<file path="src/rtl/trng_pkg.sv">
// Shared types and constants for the ring-oscillator TRNG sequencing controller.
package trng_pkg;

    typedef enum logic [2:0] {
        ST_IDLE    = 3'd0,
        ST_WARMUP  = 3'd1,
        ST_COLLECT = 3'd2,
        ST_PRESENT = 3'd3,
        ST_FAULT   = 3'd4
    } trng_state_e;

    localparam int DEF_WIDTH     = 32;
    localparam int DEF_DIV       = 16;
    localparam int DEF_WARMUP    = 64;
    localparam int DEF_RCT_LIMIT = 32;

    // The run counter must be able to hold RCT_LIMIT itself.
    function automatic int run_width(input int limit);
        return $clog2(limit + 1);
    endfunction

endpackage

</file>
<file path="src/rtl/trng_if.sv">
// Word output channel of the TRNG controller.
// A word transfers on every rising clk edge where valid && ready; once raised,
// valid stays high and data stays stable until that transfer, and valid never depends on ready.
interface trng_if #(parameter int WIDTH = 32);
    logic [WIDTH-1:0] data;
    logic             valid;
    logic             ready;

    modport master (output data, output valid, input ready);
    modport slave  (input data, input valid, output ready);
endinterface

</file>
<file path="src/rtl/trng_rct.sv">
// Repetition-count health test: tracks the run of identical samples and pulses
// fail on the strobe whose run length reaches RCT_LIMIT.
module trng_rct
    import trng_pkg::*;
#(
    parameter int RCT_LIMIT = DEF_RCT_LIMIT
) (
    input  logic clk,
    input  logic rst,
    input  logic clear,
    input  logic strobe,
    input  logic sample,
    output logic fail
);
    localparam int            RW    = run_width(RCT_LIMIT);
    localparam logic [RW-1:0] LIMIT = RW'(RCT_LIMIT);

    logic [RW-1:0] run;
    logic [RW-1:0] run_nxt;
    logic          last;

    // A run of zero marks "no sample yet", so the first strobe starts a run of one.
    always_comb begin
        run_nxt = run;
        if (run == '0 || sample != last) begin
            run_nxt = RW'(1);
        end else if (run != LIMIT) begin
            run_nxt = run + RW'(1);
        end
    end

    always_ff @(posedge clk) begin
        if (rst || clear) begin
            run  <= '0;
            last <= 1'b0;
        end else if (strobe) begin
            run  <= run_nxt;
            last <= sample;
        end
    end

    assign fail = strobe && (run_nxt == LIMIT);

endmodule

</file>
<file path="src/rtl/trng_ctrl.sv">
// Sequencer for the ring-oscillator sampler: sample-clock divider, input synchroniser,
// warm-up discard, word packing, health-test fault handling and output handshake.
module trng_ctrl
    import trng_pkg::*;
#(
    parameter int WIDTH     = DEF_WIDTH,
    parameter int DIV       = DEF_DIV,
    parameter int WARMUP    = DEF_WARMUP,
    parameter int RCT_LIMIT = DEF_RCT_LIMIT
) (
    input  logic        clk,
    input  logic        rst,
    input  logic        en,
    input  logic        raw_bit,
    output logic        samp_clk,
    output logic        busy,
    output logic        fault,
    output trng_state_e state_dbg,
    trng_if.master      dout
);
    localparam int            DW       = $clog2(DIV);
    localparam int            CW       = $clog2(((WARMUP > WIDTH) ? WARMUP : WIDTH) + 1);
    localparam logic [DW-1:0] DIV_LAST = DW'(DIV - 1);
    localparam logic [DW-1:0] DIV_HALF = DW'(DIV / 2);

    trng_state_e      state;
    logic [DW-1:0]    div_cnt;
    logic [CW-1:0]    cnt;
    logic             sync1, sync2;
    logic [WIDTH-2:0] sh;
    logic [WIDTH-1:0] sh_full;
    logic [WIDTH-1:0] data_q;
    logic             valid_q;
    logic             fault_q;
    logic             running;
    logic             strobe;
    logic             rct_fail;

    assign running  = (state == ST_WARMUP) || (state == ST_COLLECT) || (state == ST_PRESENT);
    assign strobe   = running && (div_cnt == DIV_LAST);
    assign samp_clk = running && (div_cnt >= DIV_HALF);
    assign sh_full  = {sh, sync2};

    always_ff @(posedge clk) begin
        if (rst) begin
            sync1 <= 1'b0;
            sync2 <= 1'b0;
        end else begin
            sync1 <= raw_bit;
            sync2 <= sync1;
        end
    end

    trng_rct #(.RCT_LIMIT(RCT_LIMIT)) u_rct (
        .clk    (clk),
        .rst    (rst),
        .clear  (!en || state == ST_IDLE),
        .strobe (strobe),
        .sample (sync2),
        .fail   (rct_fail)
    );

    always_ff @(posedge clk) begin
        if (rst) begin
            state   <= ST_IDLE;
            div_cnt <= '0;
            cnt     <= '0;
            sh      <= '0;
            data_q  <= '0;
            valid_q <= 1'b0;
            fault_q <= 1'b0;
        end else if (!en) begin
            state   <= ST_IDLE;
            div_cnt <= '0;
            cnt     <= '0;
            valid_q <= 1'b0;
            fault_q <= 1'b0;
        end else begin
            case (state)
                ST_IDLE: begin
                    state   <= ST_WARMUP;
                    div_cnt <= '0;
                    cnt     <= '0;
                end
                ST_FAULT: begin
                    div_cnt <= '0;
                end
                default: begin
                    div_cnt <= strobe ? '0 : div_cnt + DW'(1);
                    if (state == ST_PRESENT && valid_q && dout.ready) begin
                        valid_q <= 1'b0;
                        cnt     <= '0;
                        state   <= ST_COLLECT;
                    end
                    // A failing strobe overrides packing; a same-edge handshake above still counts.
                    if (strobe) begin
                        if (rct_fail) begin
                            state   <= ST_FAULT;
                            fault_q <= 1'b1;
                            valid_q <= 1'b0;
                            cnt     <= '0;
                            div_cnt <= '0;
                        end else if (state == ST_WARMUP) begin
                            if (cnt == CW'(WARMUP - 1)) begin
                                cnt   <= '0;
                                state <= ST_COLLECT;
                            end else begin
                                cnt <= cnt + CW'(1);
                            end
                        end else if (state == ST_COLLECT) begin
                            sh <= sh_full[WIDTH-2:0];
                            if (cnt == CW'(WIDTH - 1)) begin
                                data_q  <= sh_full;
                                valid_q <= 1'b1;
                                cnt     <= '0;
                                state   <= ST_PRESENT;
                            end else begin
                                cnt <= cnt + CW'(1);
                            end
                        end
                    end
                end
            endcase
        end
    end

    assign busy       = (state != ST_IDLE);
    assign fault      = fault_q;
    assign state_dbg  = state;
    assign dout.data  = data_q;
    assign dout.valid = valid_q;

endmodule

</file>
<file path="src/flat_wrapper.sv">
// flat-port wrapper written by rule: the top's interface ports become plain ports
module trng_ctrl_flat import trng_pkg::*;
#(
    parameter int WIDTH     = DEF_WIDTH,
    parameter int DIV       = DEF_DIV,
    parameter int WARMUP    = DEF_WARMUP,
    parameter int RCT_LIMIT = DEF_RCT_LIMIT
)
  (clk, rst, en, raw_bit, samp_clk, busy, fault, state_dbg, dout_data, dout_valid, dout_ready);
  trng_if #(.WIDTH(WIDTH)) dout_i ();
  input  logic clk;
  input  logic rst;
  input  logic en;
  input  logic raw_bit;
  output logic samp_clk;
  output logic busy;
  output logic fault;
  output trng_state_e state_dbg;
  output wire logic [$bits(dout_i.data)-1:0] dout_data;
  output wire logic [$bits(dout_i.valid)-1:0] dout_valid;
  input wire logic [$bits(dout_i.ready)-1:0] dout_ready;
  assign dout_data = dout_i.data;
  assign dout_valid = dout_i.valid;
  assign dout_i.ready = dout_ready;
  trng_ctrl #(.WIDTH(WIDTH), .DIV(DIV), .WARMUP(WARMUP), .RCT_LIMIT(RCT_LIMIT)) u_core (.clk(clk), .rst(rst), .en(en), .raw_bit(raw_bit), .samp_clk(samp_clk), .busy(busy), .fault(fault), .state_dbg(state_dbg), .dout(dout_i));
endmodule
</file>
<file path="config.mk">
export PLATFORM = sky130hd
export DESIGN_NAME = trng_ctrl_flat
export DESIGN_NICKNAME = d
export VERILOG_FILES = /design/src/rtl/trng_pkg.sv /design/src/rtl/trng_if.sv /design/src/rtl/trng_rct.sv /design/src/rtl/trng_ctrl.sv /design/src/flat_wrapper.sv
export SDC_FILE = /design/constraint.sdc
export NUM_CORES = 1
export LEC_CHECK = 0
export BUFFER_PORTS_ARGS = -buffer_cell sky130_fd_sc_hd__buf_4
export CORE_AREA = 10 10 100 102
export CTS_CLUSTER_DIAMETER = 150
export CTS_CLUSTER_SIZE = 20
export DETAILED_ROUTE_END_ITERATION = 7
export DIE_AREA = 0 0 110 112
export GPL_TIMING_DRIVEN = 1
export MAX_ROUTING_LAYER = met4
export PLACE_DENSITY = 0.75
export SYNTH_ARGS = -nofsm -noshare
export SYNTH_HDL_FRONTEND = slang
export SYNTH_SLANG_ARGS = --single-unit
</file>
<file path="constraint.sdc">
create_clock -name clk -period 3.65 [get_ports clk]
set_input_delay 0 -clock clk [delete_from_list [all_inputs] [get_ports clk]]
set_output_delay 0 -clock clk [all_outputs]
set_load 0.01 [all_outputs]
</file>
==> metrics <==
GRT Overall Usage 0.137; Mapped Avg Cell Area slightly below 10 um^2; Yosys warnings 0; nets@finish around 450; Max Fclk about 0.36 GHz; area of the multi-input gates slightly below 2000 um^2; Initial Util 0.484; clock skew about 0.015 ns; Worst setup EP type flip-flop; Max-slew headroom 0.593; Synth Area in Adders 0.0160; setup bufs post-CTS 0; Root Driver clkbuf_8; CP startpoint kind flip-flop; DR iter-0 viols 101; Sum Neg Setup Slack 0 ns; H-Tree Depth 3; register bit count reported by yosys slightly below 90; ant diodes 0; register area between 1500 and 2000 um^2; antenna violations before repair 0; global-route wire length before repair 13700 um; vias about 2900; status completed; Crit-path slowest cell o31a_2; CTS tree done; Worst EP arrival just over 3 ns; Die Footprint 12300 um^2; clock buffer count from CTS 9; Wirelength per Cell between 10 and 15 um; post-synthesis compound-gate area fraction 0.0735; row count 33; crit path time final about 2.8 ns; die width roughly 110 um; Core Area around 8000 um^2; largest family of logic cells by synthesized area simple AND/OR/NAND/NOR gates; Slew Limit Fails 0; cts repair resizes 0; DRC 0; Syn Nets ~400; Post-DRT Antenna Nets 0; PD cells approximately 400 nW/um^2; post-synthesis mux area share 0.162; Hold Crit Class in2reg; I/O pin count 44; worst skew pair latency 0.35 ns; simple logic cell fraction of the synthesized area 0.238; CTS sink count slightly below 90; distinct cell type count after synthesis 46; P&R area growth vs syn 14.9%; Mapped Area approximately 4000 um^2; Max IR drop VDD 265 uV; number of filler cells placed in the layout 736; sequential-to-total area share from yosys stat 0.452; Final Cycle Share 0.769; global placement routability congestion 0.924; Worst Path Max Fanout 32; vias in the first global route ~2900; RSZ-0062 raised after global routing no; Post-synth EDFFs 0; DP Wirelength 5440 um; CP peak stage delay around 0.52 ns; largest net degree at the start of global routing between 60 and 70; DIE HEIGHT 112 um; Reg clk slew, reported paths 0.10 ns; Main synth FF type dfxtp_1; Pleak roughly 0.0018 uW; TritonRoute pass-1 iters 4; Max clock buf depth 2; Final setup violation count 0; Overflow after GRT 0; layout cells sized above 1 0.156; Setup CP Type reg2reg; maxcap violations 0; Critical Path RT around 4 ns; Port Buffers 43; Synth async-reset ratio 0; post-route cell area around 4500 um^2; critical path, cell by cell ha_1 -> and4b_1 -> o21ai_1 -> a2111o_1 -> o31a_2 -> nand2_8 -> mux2i_1; WL final roughly 7800 um; Worst Tran Pin Value roughly 0.6 ns; Via-to-Cell Ratio between 5 and 6; cells after synthesis just under 400; FF-to-FF setup slack approximately 0.84 ns; Hold Vio Cnt, Final 0; DP Area around 4200 um^2; Synth Area in XOR/XNOR 0.0157
## area by class of cell
cell class | count | share of cell area
Clock inverter | 6 | 0.0223
Sequential cell | 88 | 0.393
Multi-Input combinational cell | 285 | 0.439
Clock buffer | 10 | 0.0307
Timing Repair Buffer | 48 | 0.0810
Tap cell | 105 | 0.0293
Inverter | 5 | 0.00419
## cell usage after synthesis, drive strengths merged (6+ instances only)
| library cell | count | area (um^2) |
|---|---|---|
| mux2i | 63 | 631 |
| o21ai | 17 | 85.1 |
| a21oi | 13 | 65.1 |
| nor3 | 10 | 55.1 |
| or3 | 6 | 37.5 |
| nor2 | 28 | 105 |
| buf | 8 | 110 |
| clkbuf | 11 | 41.3 |
| nand2b | 70 | 438 |
| dfxtp | 88 | 1760 |
| nand2 | 20 | 91.3 |
## worst paths after layout
path / from / endpoint / cells past startpoint
setup / recovery: u_core.div_cnt[0] / u_core.dout.data[11] / 7
hold / removal: en / u_core.state_dbg[2] / 3
setup reg to reg: u_core.div_cnt[0] / u_core.dout.data[11] / 7
hold reg to reg: u_core.sync1 / u_core.sync2 / 1
## metrics by stage
step / worst slack (ns) / instances / util / hold slack (ns) / power [uW]
global placement: 0.929 / 530 / 0.526 / 0.228 / 1020
finish: 0.844 / 547 / 0.557 / 0.0393 / 1770
global route: 0.652 / 547 / 0.557 / 0.0679 / 1840
floorplan: 1.43 / 397 / - / 0.128 / 1010
detailed placement: 0.854 / 530 / 0.526 / 0.234 / 1030
CTS: 0.824 / 547 / 0.557 / 0.0152 / 1800
## routing by layer
| metal | global-route usage | up-vias | wire, um |
|---|---|---|---|
| met5 | - | - | 0 |
| met4 | 0.0530 | 0 | 125 |
| met3 | 0.0323 | 11 | 383 |
| met2 | 0.213 | 68 | 3730 |
| met1 | 0.165 | 1353 | 3530 |
| li1 | - | 1448 | - |
## kinds of logic (layout without fill, tap and decap cells)
family	Yosys count	count (layout)
and+or+nand+nor	163	163
DFF	88	88
muxes	63	63
AOI/OAI and AO/OA	47	47
buffers and inverters	24	69
xor gates and xnor gates	7	7
adders and majority gates	5	5
## power by group
part           switching (uW)  leakage [uW]  internal [uW]
clock network             354      0.000121            416
registers                3.55      0.000709            961
logic                    18.3      0.000957           20.1
total                     376       0.00179           1400
## registers in the layout (all words and copies together), names as in the netlist
name and flops:
u_core.cnt 7, u_core.dout.valid 1, u_core.u_rct.run 6, u_core.fault 1
u_core.sh 31, u_core.sync1 1, u_core.state_dbg 3, u_core.div_cnt 4
u_core.sync2 1, u_core.dout.data 32, u_core.u_rct.last 1
## repair_timing
| action | CTS | global route |
|---|---|---|
| endpoints found under the setup margin | 0 | 0 |
| hold endpoints to repair | 1 | 0 |
| hold buffers | 1 | 0 |
## cell usage in the layout (no fill, tap or decap), types with 2 or more instances in the layout
cell type / instances
a21oi_1: 13
a22o_1: 3
a31oi_1: 3
a32oi_1: 2
and2_1: 4
and3_1: 2
buf_4: 47
bufinv_16: 2
clkbuf_8: 10
clkinv_4: 2
dfxtp_1: 88
ha_1: 5
inv_1: 5
inv_8: 2
mux2i_1: 63
nand2_1: 19
nand2b_1: 70
nand3_1: 3
nand3b_1: 2
nand4_1: 2
nor2_1: 28
nor2b_1: 5
nor3_1: 9
nor3b_1: 3
nor4_1: 2
o21ai_0: 16
or3_1: 6
xnor2_1: 5
xor2_1: 2
## worst max-delay path: cells and delay by family (launching register included)
family / cells / cell delay, ns
AOI/OAI and AO/OA: 3 / 1.23
adders and majority gates: 1 / 0.22
DFF: 1 / 0.39
muxes: 1 / 0.25
and+or+nand+nor: 2 / 0.64
(Power assumes the default switching activity.)
